File: src/rtl/addsub_rr_arbiter.sv
// addsub_rr_arbiter: round-robin sharing of one add/sub datapath between two valid/ready requesters
module addsub_rr_arbiter #(
  parameter int WIDTH       = 4,
  parameter int EXEC_CYCLES = 1
) (
  input  logic               clk_main,
  input  logic               reset,
  input  logic [1:0]         req_valid,
  output logic [1:0]         req_ready,
  input  logic [2*WIDTH-1:0] req_A,
  input  logic [2*WIDTH-1:0] req_B,
  input  logic [1:0]         req_sub,
  output logic [WIDTH-1:0]   dp_A,
  output logic [WIDTH-1:0]   dp_B,
  output logic               dp_Sub,
  input  logic [WIDTH-1:0]   dp_Sum,
  input  logic               dp_Cout,
  input  logic               dp_Sign,
  output logic [1:0]         rsp_valid,
  input  logic [1:0]         rsp_ready,
  output logic [WIDTH-1:0]   rsp_sum,
  output logic               rsp_cout,
  output logic               rsp_sign,
  output logic               grant_id,
  output logic               busy
);
  typedef enum logic [1:0] {IDLE, EXEC, RESP} state_t;
  state_t             r_state, w_next;
  logic               r_last, r_gid, r_sub, r_cout, r_sign;
  logic [3:0]         r_cnt;
  logic [WIDTH-1:0]   r_a, r_b, r_sum;
  logic               w_g, w_accept;
  // both requesting: alternate away from the last served port
  assign w_g      = (req_valid == 2'b11) ? ~r_last : req_valid[1];
  assign w_accept = (r_state == IDLE) && (|req_valid);
  always_ff @(posedge clk_main or negedge reset)
    if (!reset) r_state <= IDLE;
    else        r_state <= w_next;
  always_comb begin
    w_next = (r_state == IDLE) ? (w_accept ? EXEC : IDLE) :
             (r_state == EXEC) ? ((r_cnt == 4'd0) ? RESP : EXEC) :
             (rsp_ready[r_gid] ? IDLE : RESP);
  end
  always_comb begin
    req_ready = (w_accept && reset) ? (w_g ? 2'b10 : 2'b01) : 2'b00;
    rsp_valid = (r_state == RESP) ? (r_gid ? 2'b10 : 2'b01) : 2'b00;
    busy      = (r_state != IDLE);
  end
  always_ff @(posedge clk_main or negedge reset) begin
    if (!reset) begin
      r_last <= 1'b1;
      r_gid  <= 1'b0;
      r_cnt  <= 4'd0;
      r_a    <= '0;
      r_b    <= '0;
      r_sub  <= 1'b0;
      r_sum  <= '0;
      r_cout <= 1'b0;
      r_sign <= 1'b0;
    end else begin
      if (w_accept) begin
        r_a   <= w_g ? req_A[2*WIDTH-1:WIDTH] : req_A[WIDTH-1:0];
        r_b   <= w_g ? req_B[2*WIDTH-1:WIDTH] : req_B[WIDTH-1:0];
        r_sub <= w_g ? req_sub[1] : req_sub[0];
        r_gid <= w_g;
        r_cnt <= 4'(EXEC_CYCLES - 1);
      end
      if (r_state == EXEC) begin
        if (r_cnt == 4'd0) begin
          r_sum  <= dp_Sum;
          r_cout <= dp_Cout;
          r_sign <= dp_Sign;
        end else begin
          r_cnt <= r_cnt - 4'd1;
        end
      end
      if (r_state == RESP && rsp_ready[r_gid]) r_last <= r_gid;
    end
  end
  assign dp_A     = r_a;
  assign dp_B     = r_b;
  assign dp_Sub   = r_sub;
  assign rsp_sum  = r_sum;
  assign rsp_cout = r_cout;
  assign rsp_sign = r_sign;
  assign grant_id = r_gid;
endmodule

File: config.mk
export PLATFORM = sky130hd
export DESIGN_NAME = addsub_rr_arbiter
export DESIGN_NICKNAME = d
export VERILOG_FILES = /design/src/rtl/addsub_rr_arbiter.sv
export SDC_FILE = /design/constraint.sdc
export NUM_CORES = 1
export LEC_CHECK = 0
export ABC_AREA = 1
export BUFFER_PORTS_ARGS = -buffer_cell sky130_fd_sc_hd__buf_2
export CELL_PAD_IN_SITES_DETAIL_PLACEMENT = 0
export CELL_PAD_IN_SITES_GLOBAL_PLACEMENT = 1
export CORE_UTILIZATION = 33
export CTS_BUF_LIST = sky130_fd_sc_hd__clkbuf_4 sky130_fd_sc_hd__clkbuf_8 sky130_fd_sc_hd__clkbuf_16
export DETAILED_ROUTE_END_ITERATION = 10
export GPL_TIMING_DRIVEN = 0
export PLACE_DENSITY_LB_ADDON = 0.1
export SLEW_MARGIN = 20
export SYNTH_ARGS = -nofsm -noshare
export SYNTH_HDL_FRONTEND = slang
export SYNTH_SLANG_ARGS = --single-unit
File: constraint.sdc
create_clock -name clk_main -period 1.4 [get_ports clk_main]
set_input_delay 0.14 -clock clk_main [delete_from_list [all_inputs] [get_ports clk_main]]
set_output_delay 0.14 -clock clk_main [all_outputs]
set_load 0.005 [all_outputs]
==> run summary, run 1 <==
DP HPWL: 2050 um
wirelength, routed: 2880 um
summed negative setup slack over all endpoints: 0 ns
transition at the pin with the smallest max-transition slack: 0.500 ns
leakage component of the power: 0.964 nW
number of library cell types mapped by synthesis: 19
final number of setup-violating endpoints: 0
hold_ws: -0.0424 ns
sum of met3 wire segment lengths after detailed routing: 149 um
period utilisation layout: 98.2%
clock insertion delay at the later pin of the skew report: 0.26 ns
cts bufs inserted: 3
Wirelength per Cell: 11.1 um
commonest cells after routing, fill and taps aside: sky130_fd_sc_hd__nand2_1 (56), sky130_fd_sc_hd__buf_2 (51), sky130_fd_sc_hd__dfrtp_1 (22)
overall die width: 63.5 um
post-synthesis instance total: 154
fin worst setup slack: 0.0245 ns
Post-Synthesis Mean Instance Area: 8.12 um^2
Worst VDD drop: 712 uV
share of synthesized area occupied by flip-flops and latches: 46.1%
drt pass-1 iters: 4
site row count: 21
initial antenna violation count: 0
R2R Path End: r_cnt[0]
Layout Area Growth over Synthesis: 34.2%
number of slew-limit violations in the final report: 0
dpl ws: 0.0951 ns
unrepaired setup endpoints after global routing: yes
total clock sinks: 23
crit path capture type: output pin
first-pass GRT wire length: 5220 um
maxcap violations: 0
number of hold violations in the final report: 22
Post-Layout Inst Area: 1680 um^2
maximum clock frequency: 727 MHz
overall power of the completed layout: 3.31 mW
CTS clk-pin slew, worst paths: 0.08 ns
synthesis-stage register bit count: 23
WS Path Type: register to output pin
number of buffers on the longest clock path: 2
share of the core filled with cells in the final layout: 48.4%
commonest non-fill, non-tap cell in the layout: sky130_fd_sc_hd__nand2_1
chip height: 63.5 um
met2 layer wire length in the routed design: 1290 um
ratio of cells with drive above 1 in the final layout: 36.9%
Post-Synthesis Cell Area: 1250 um^2
Hold Path Class: input port to async pin
metal1 wirelength: 1420 um
launch point of the worst reg-to-reg path: r_cnt[0]
post-synth net total: 185
Buffers on Ports: 50
overall global routing resource usage: 16.4%
crit path max fanout: 2
Critical Path Source Type: register
top layer in use: met4
count of H-tree levels built during CTS: 1
critical path data required time: 1.26 ns
die area: 4040 um^2
number of global-route vias before repair: 1165
worst reg-to-reg path cell count: 7
Power per Cell Area: 1970 nW/um^2
RD Place Congestion: 0.710
number of inserted diodes: 0
worst max-slew margin expressed relative to the limit: 66.7%
First DRT Iteration DRCs: 29
clock root buffer: sky130_fd_sc_hd__clkbuf_8
antenna-violating nets left: 0
largest clock skew in the final design: 0.00321 ns
vias per cell: 4.36
pin count of the biggest net entering global routing: 23
gr ovfl total: 0
Core Region: 3470 um^2
violated checks: negative hold slack
# DRC: 0
data arrival time of the critical path: 1.24 ns
count of vias placed by the detailed router: 1133
final net count: 246
FF-to-FF setup slack: 0.14 ns
starting utilization of the core area: 36.0%
Warnings, synthesis: 0
instance area after placement: 1560 um^2
run status: finished with violations
post-route minimum period: 1.38 ns
number of placed I/O pins: 51
CTS tree: done
## stage by stage
step | cells | hold slack, ns
floorplan | 154 | -0.156
global placement | 250 | 0.169
detailed placement | 250 | 0.160
CTS | 260 | 0.0668
global route | 260 | 0.000800
finish | 260 | -0.0424
## report_power, final
part	leakage, nW	total [mW]	internal [mW]	switching, mW
logic	0.656	1.72	0.735	0.982
clock network	0.0255	0.405	0.198	0.207
registers	0.282	1.19	0.994	0.197
## sequential cells by signal, summed over array words and instances (netlist names)
register,count
rsp_sum,4
r_last,1
rsp_sign,1
r_state,2
rsp_cout,1
dp_Sub,1
r_cnt,4
dp_A,4
grant_id,1
dp_B,4
## cells by family (layout without fill, tap and decap cells)
family | count (synthesis) | after routing | synth area share, %
flops | 23 | 23 | 46.1
compound gates | 11 | 11 | 5.11
simple gates | 94 | 94 | 38.0
xor+xnor | 1 | 1 | 0.701
buf+inv | 24 | 84 | 9.01
fa+ha+maj | 1 | 1 | 1.00
## worst max-delay path by stage
stage / from / end / slack (ns) / depth (start not counted)
finish: r_state[1] / req_ready[1] / 0.02 / 5
global route: r_last / req_ready[0] / -0.05 / 5
CTS: r_state[0] / rsp_valid[0] / 0.009 / 5
detailed placement: r_last / req_ready[0] / 0.1 / 5
global placement: r_last / req_ready[0] / 0.1 / 5
floorplan: r_cnt[0] / r_cnt[3] / 0.27 / 7
## timing repair
item	CTS	global route
pin swaps	3	3
resized for setup	3	5
endpoints found under the setup margin	2	4
hold buffers	2	0
setup buffers	5	0
endpoints found under the hold margin	22	0
## worst max-delay path, cell delays in order (launching register included)
cell and delay (ns):
sky130_fd_sc_hd__dfrtp_1 0.42, sky130_fd_sc_hd__nor2_4 0.16, sky130_fd_sc_hd__buf_6 0.11, sky130_fd_sc_hd__nand2_1 0.08, sky130_fd_sc_hd__nor2_2 0.10, sky130_fd_sc_hd__buf_2 0.11
## layout make-up
cell class                 count  area (um^2)
buffer                         2         22.5
clock buffer                   3         41.3
clock inverter                 1         5.00
fill                         372         1790
inverter                      21         78.8
multi-input combinational    107          586
sequential                    23          577
tap                           46         57.6
timing repair buffer          57          310
## cell usage after synthesis
cell / instances / area (um^2)
sky130_fd_sc_hd__nand2_1: 56 / 210
sky130_fd_sc_hd__dfrtp_1: 22 / 551
sky130_fd_sc_hd__inv_1: 19 / 71.3
sky130_fd_sc_hd__nand3_1: 14 / 70.1
sky130_fd_sc_hd__nand3b_1: 9 / 67.6
sky130_fd_sc_hd__o21ai_0: 8 / 40.0
sky130_fd_sc_hd__nor2_1: 5 / 18.8
sky130_fd_sc_hd__buf_6: 3 / 33.8
sky130_fd_sc_hd__nand2_4: 3 / 33.8
sky130_fd_sc_hd__nor2_2: 3 / 18.8
sky130_fd_sc_hd__inv_2: 2 / 7.51
sky130_fd_sc_hd__nor2_8: 2 / 40.0
sky130_fd_sc_hd__o21ai_2: 2 / 17.5
sky130_fd_sc_hd__dfstp_2: 1 / 26.3
sky130_fd_sc_hd__ha_1: 1 / 12.5
sky130_fd_sc_hd__nand2_2: 1 / 6.26
sky130_fd_sc_hd__nor3_2: 1 / 10.0
sky130_fd_sc_hd__o22ai_1: 1 / 6.26
sky130_fd_sc_hd__xnor2_1: 1 / 8.76
## per-layer routing
metal | up-vias | track usage, %
met5 | - | 0
met4 | 0 | 5.97
met3 | 2 | 3.08
met2 | 36 | 25.4
met1 | 496 | 22.5
li1 | 599 | -
No activity file was read; power rests on OpenSTA's default activity.
==> run 2: changes to the inputs <==
--- a/config.mk
+++ b/config.mk
@@ -8,4 +8,5 @@
 export ABC_AREA = 1
 export BUFFER_PORTS_ARGS = -buffer_cell sky130_fd_sc_hd__buf_2
+export CAP_MARGIN = 20
 export CELL_PAD_IN_SITES_DETAIL_PLACEMENT = 0
 export CELL_PAD_IN_SITES_GLOBAL_PLACEMENT = 1
==> constraint.sdc (replaced) <==
create_clock -name clk_main -period 1.4 [get_ports clk_main]
set_input_delay 0.42 -clock clk_main [delete_from_list [all_inputs] [get_ports clk_main]]
set_output_delay 0.42 -clock clk_main [all_outputs]
set_load 0.005 [all_outputs]
==> run summary, run 2 (synthesis gave the netlist of run 1 again) <==
run status: finished with violations
violated checks: negative setup slack
fill cell count: 376
number of global-route vias before repair: 1162
leakage component of the power: 0.970 nW
count of vias placed by the detailed router: 1133
hold buffers post-CTS: 0
# DRC: 0
commonest cells after routing, fill and taps aside: sky130_fd_sc_hd__nand2_1 (56), sky130_fd_sc_hd__buf_2 (48), sky130_fd_sc_hd__dfrtp_1 (22)
DP HPWL: 2050 um
first-pass GRT wire length: 5180 um
site row count: 21
commonest non-fill, non-tap cell in the layout: sky130_fd_sc_hd__nand2_1
area used by multi-input combinational logic: 591 um^2
crit path capture type: output pin
number of non-filler instances in the completed layout: 260
chip height: 63.5 um
Wirelength per Cell: 11.0 um
cts bufs inserted: 3
number of slew-limit violations in the final report: 0
overall die width: 63.5 um
Critical Path Source Type: register
share of the core filled with cells in the final layout: 49.0%
worst max-slew margin expressed relative to the limit: 77.9%
Post-Layout Inst Area: 1700 um^2
wirelength, routed: 2850 um
pin count of the biggest net entering global routing: 25
crit path max fanout: 2
overall power of the completed layout: 3.41 mW
FF-to-FF setup slack: 0.14 ns
drt pass-1 iters: 4
count of H-tree levels built during CTS: 1
number of hold violations in the final report: 0
data arrival time of the critical path: 1.25 ns
critical path data required time: 0.98 ns
CTS tree: done
dpl ws: -0.401 ns
Hold Path Class: input port to async pin
largest clock skew in the final design: 0.00275 ns
ratio of cells with drive above 1 in the final layout: 38.8%
number of buffers on the longest clock path: 2
starting utilization of the core area: 36.0%
Worst VDD drop: 715 uV
CTS clk-pin slew, worst paths: 0.08 ns
WS Path Type: register to output pin
Core Region: 3470 um^2
final number of setup-violating endpoints: 5
Critical Path Max Stage Delay: 0.56 ns
Buffers on Ports: 50
number of placed I/O pins: 51
cell with the largest stage delay on the worst path: sky130_fd_sc_hd__dfstp_2
final net count: 246
unrepaired setup endpoints after global routing: yes
number of inserted diodes: 0
RD Place Congestion: 0.710
maximum clock frequency: 600 MHz
most used cell, CP: sky130_fd_sc_hd__nand2_4
Layout Area Growth over Synthesis: 35.8%
maxcap violations: 0
overall global routing resource usage: 16.3%
cells along the critical path: nand2_4 > nand2_4 > inv_2 > nor3_2 > buf_2
post-route minimum period: 1.67 ns
fin worst setup slack: -0.266 ns
period utilisation layout: 119%
transition at the pin with the smallest max-transition slack: 0.331 ns
Power per Cell Area: 2010 nW/um^2
instance area after placement: 1560 um^2
# placed instances: 250
clock root buffer: sky130_fd_sc_hd__clkbuf_8
vias per cell: 4.36
sequential cell area: 577 um^2
gr ovfl total: 0
antenna-violating nets left: 0
die area: 4040 um^2
initial antenna violation count: 0
clock insertion delay at the later pin of the skew report: 0.26 ns
total clock sinks: 23
First DRT Iteration DRCs: 35
run 2: metal layers:
layer  part of all wire [%]  global-route usage, %
met1                     50                   21.5
met2                     44                   26.1
met3                    4.6                   3.08
met4                   0.81                   5.97
met5                      0                      0
run 2: power breakdown:
part / internal, mW / switching, mW / total (mW) / leakage, nW
clock: 0.198 / 0.207 / 0.406 / 0.0255
combinational: 0.806 / 1.01 / 1.81 / 0.662
sequential: 0.994 / 0.202 / 1.20 / 0.282
total: 2.00 / 1.42 / 3.41 / 0.970
run 2: path summary, 6_finish.rpt:
check | start | depth (start not counted) | to
min reg2reg | dp_A[0] | 2 | dp_A[0]
max in group asynchronous | reset | 1 | r_last
min | reset | 1 | grant_id
max reg2reg | r_state[1] | 6 | r_cnt[2]
min in group clk_main | dp_Sum[3] | 3 | rsp_sum[3]
max | r_last | 5 | req_ready[0]
run 2: repair_timing:
| action | in CTS | in global routing |
|---|---|---|
| endpoints found under the hold margin | 0 | 0 |
| gates resized for setup | 12 | 3 |
| setup buffers | 5 | 2 |
| cloned | 0 | 0 |
| pin swaps | 5 | 2 |
| endpoints found under the setup margin | 5 | 5 |
run 2: layout make-up:
type                    instances  area share (%)
plain buffers                   2            1.33
clock buffers                   3            2.43
clock inverters                 1           0.295
inverters                      21            4.79
multi-input cells             107            34.8
flip-flops and latches         23            34.0
well taps                      46            3.39
repair buffers                 57            19.0
run 2: critical path, delay by kind of cell, from the launching register on:
family / cells / cell delay (ns)
flip-flops: 1 / 0.56
AND/OR/NAND/NOR: 3 / 0.27
buffers and inverters: 2 / 0.17
run 2: metrics by stage:
stage,hold WS (ns),TNS [ns]
after floorplan,0.124,0
after global placement,0.449,-0.740
after detailed placement,0.440,-0.730
after CTS,0.0489,-0.981
after global routing,0.0538,-1.40
final,0.0517,-1.02
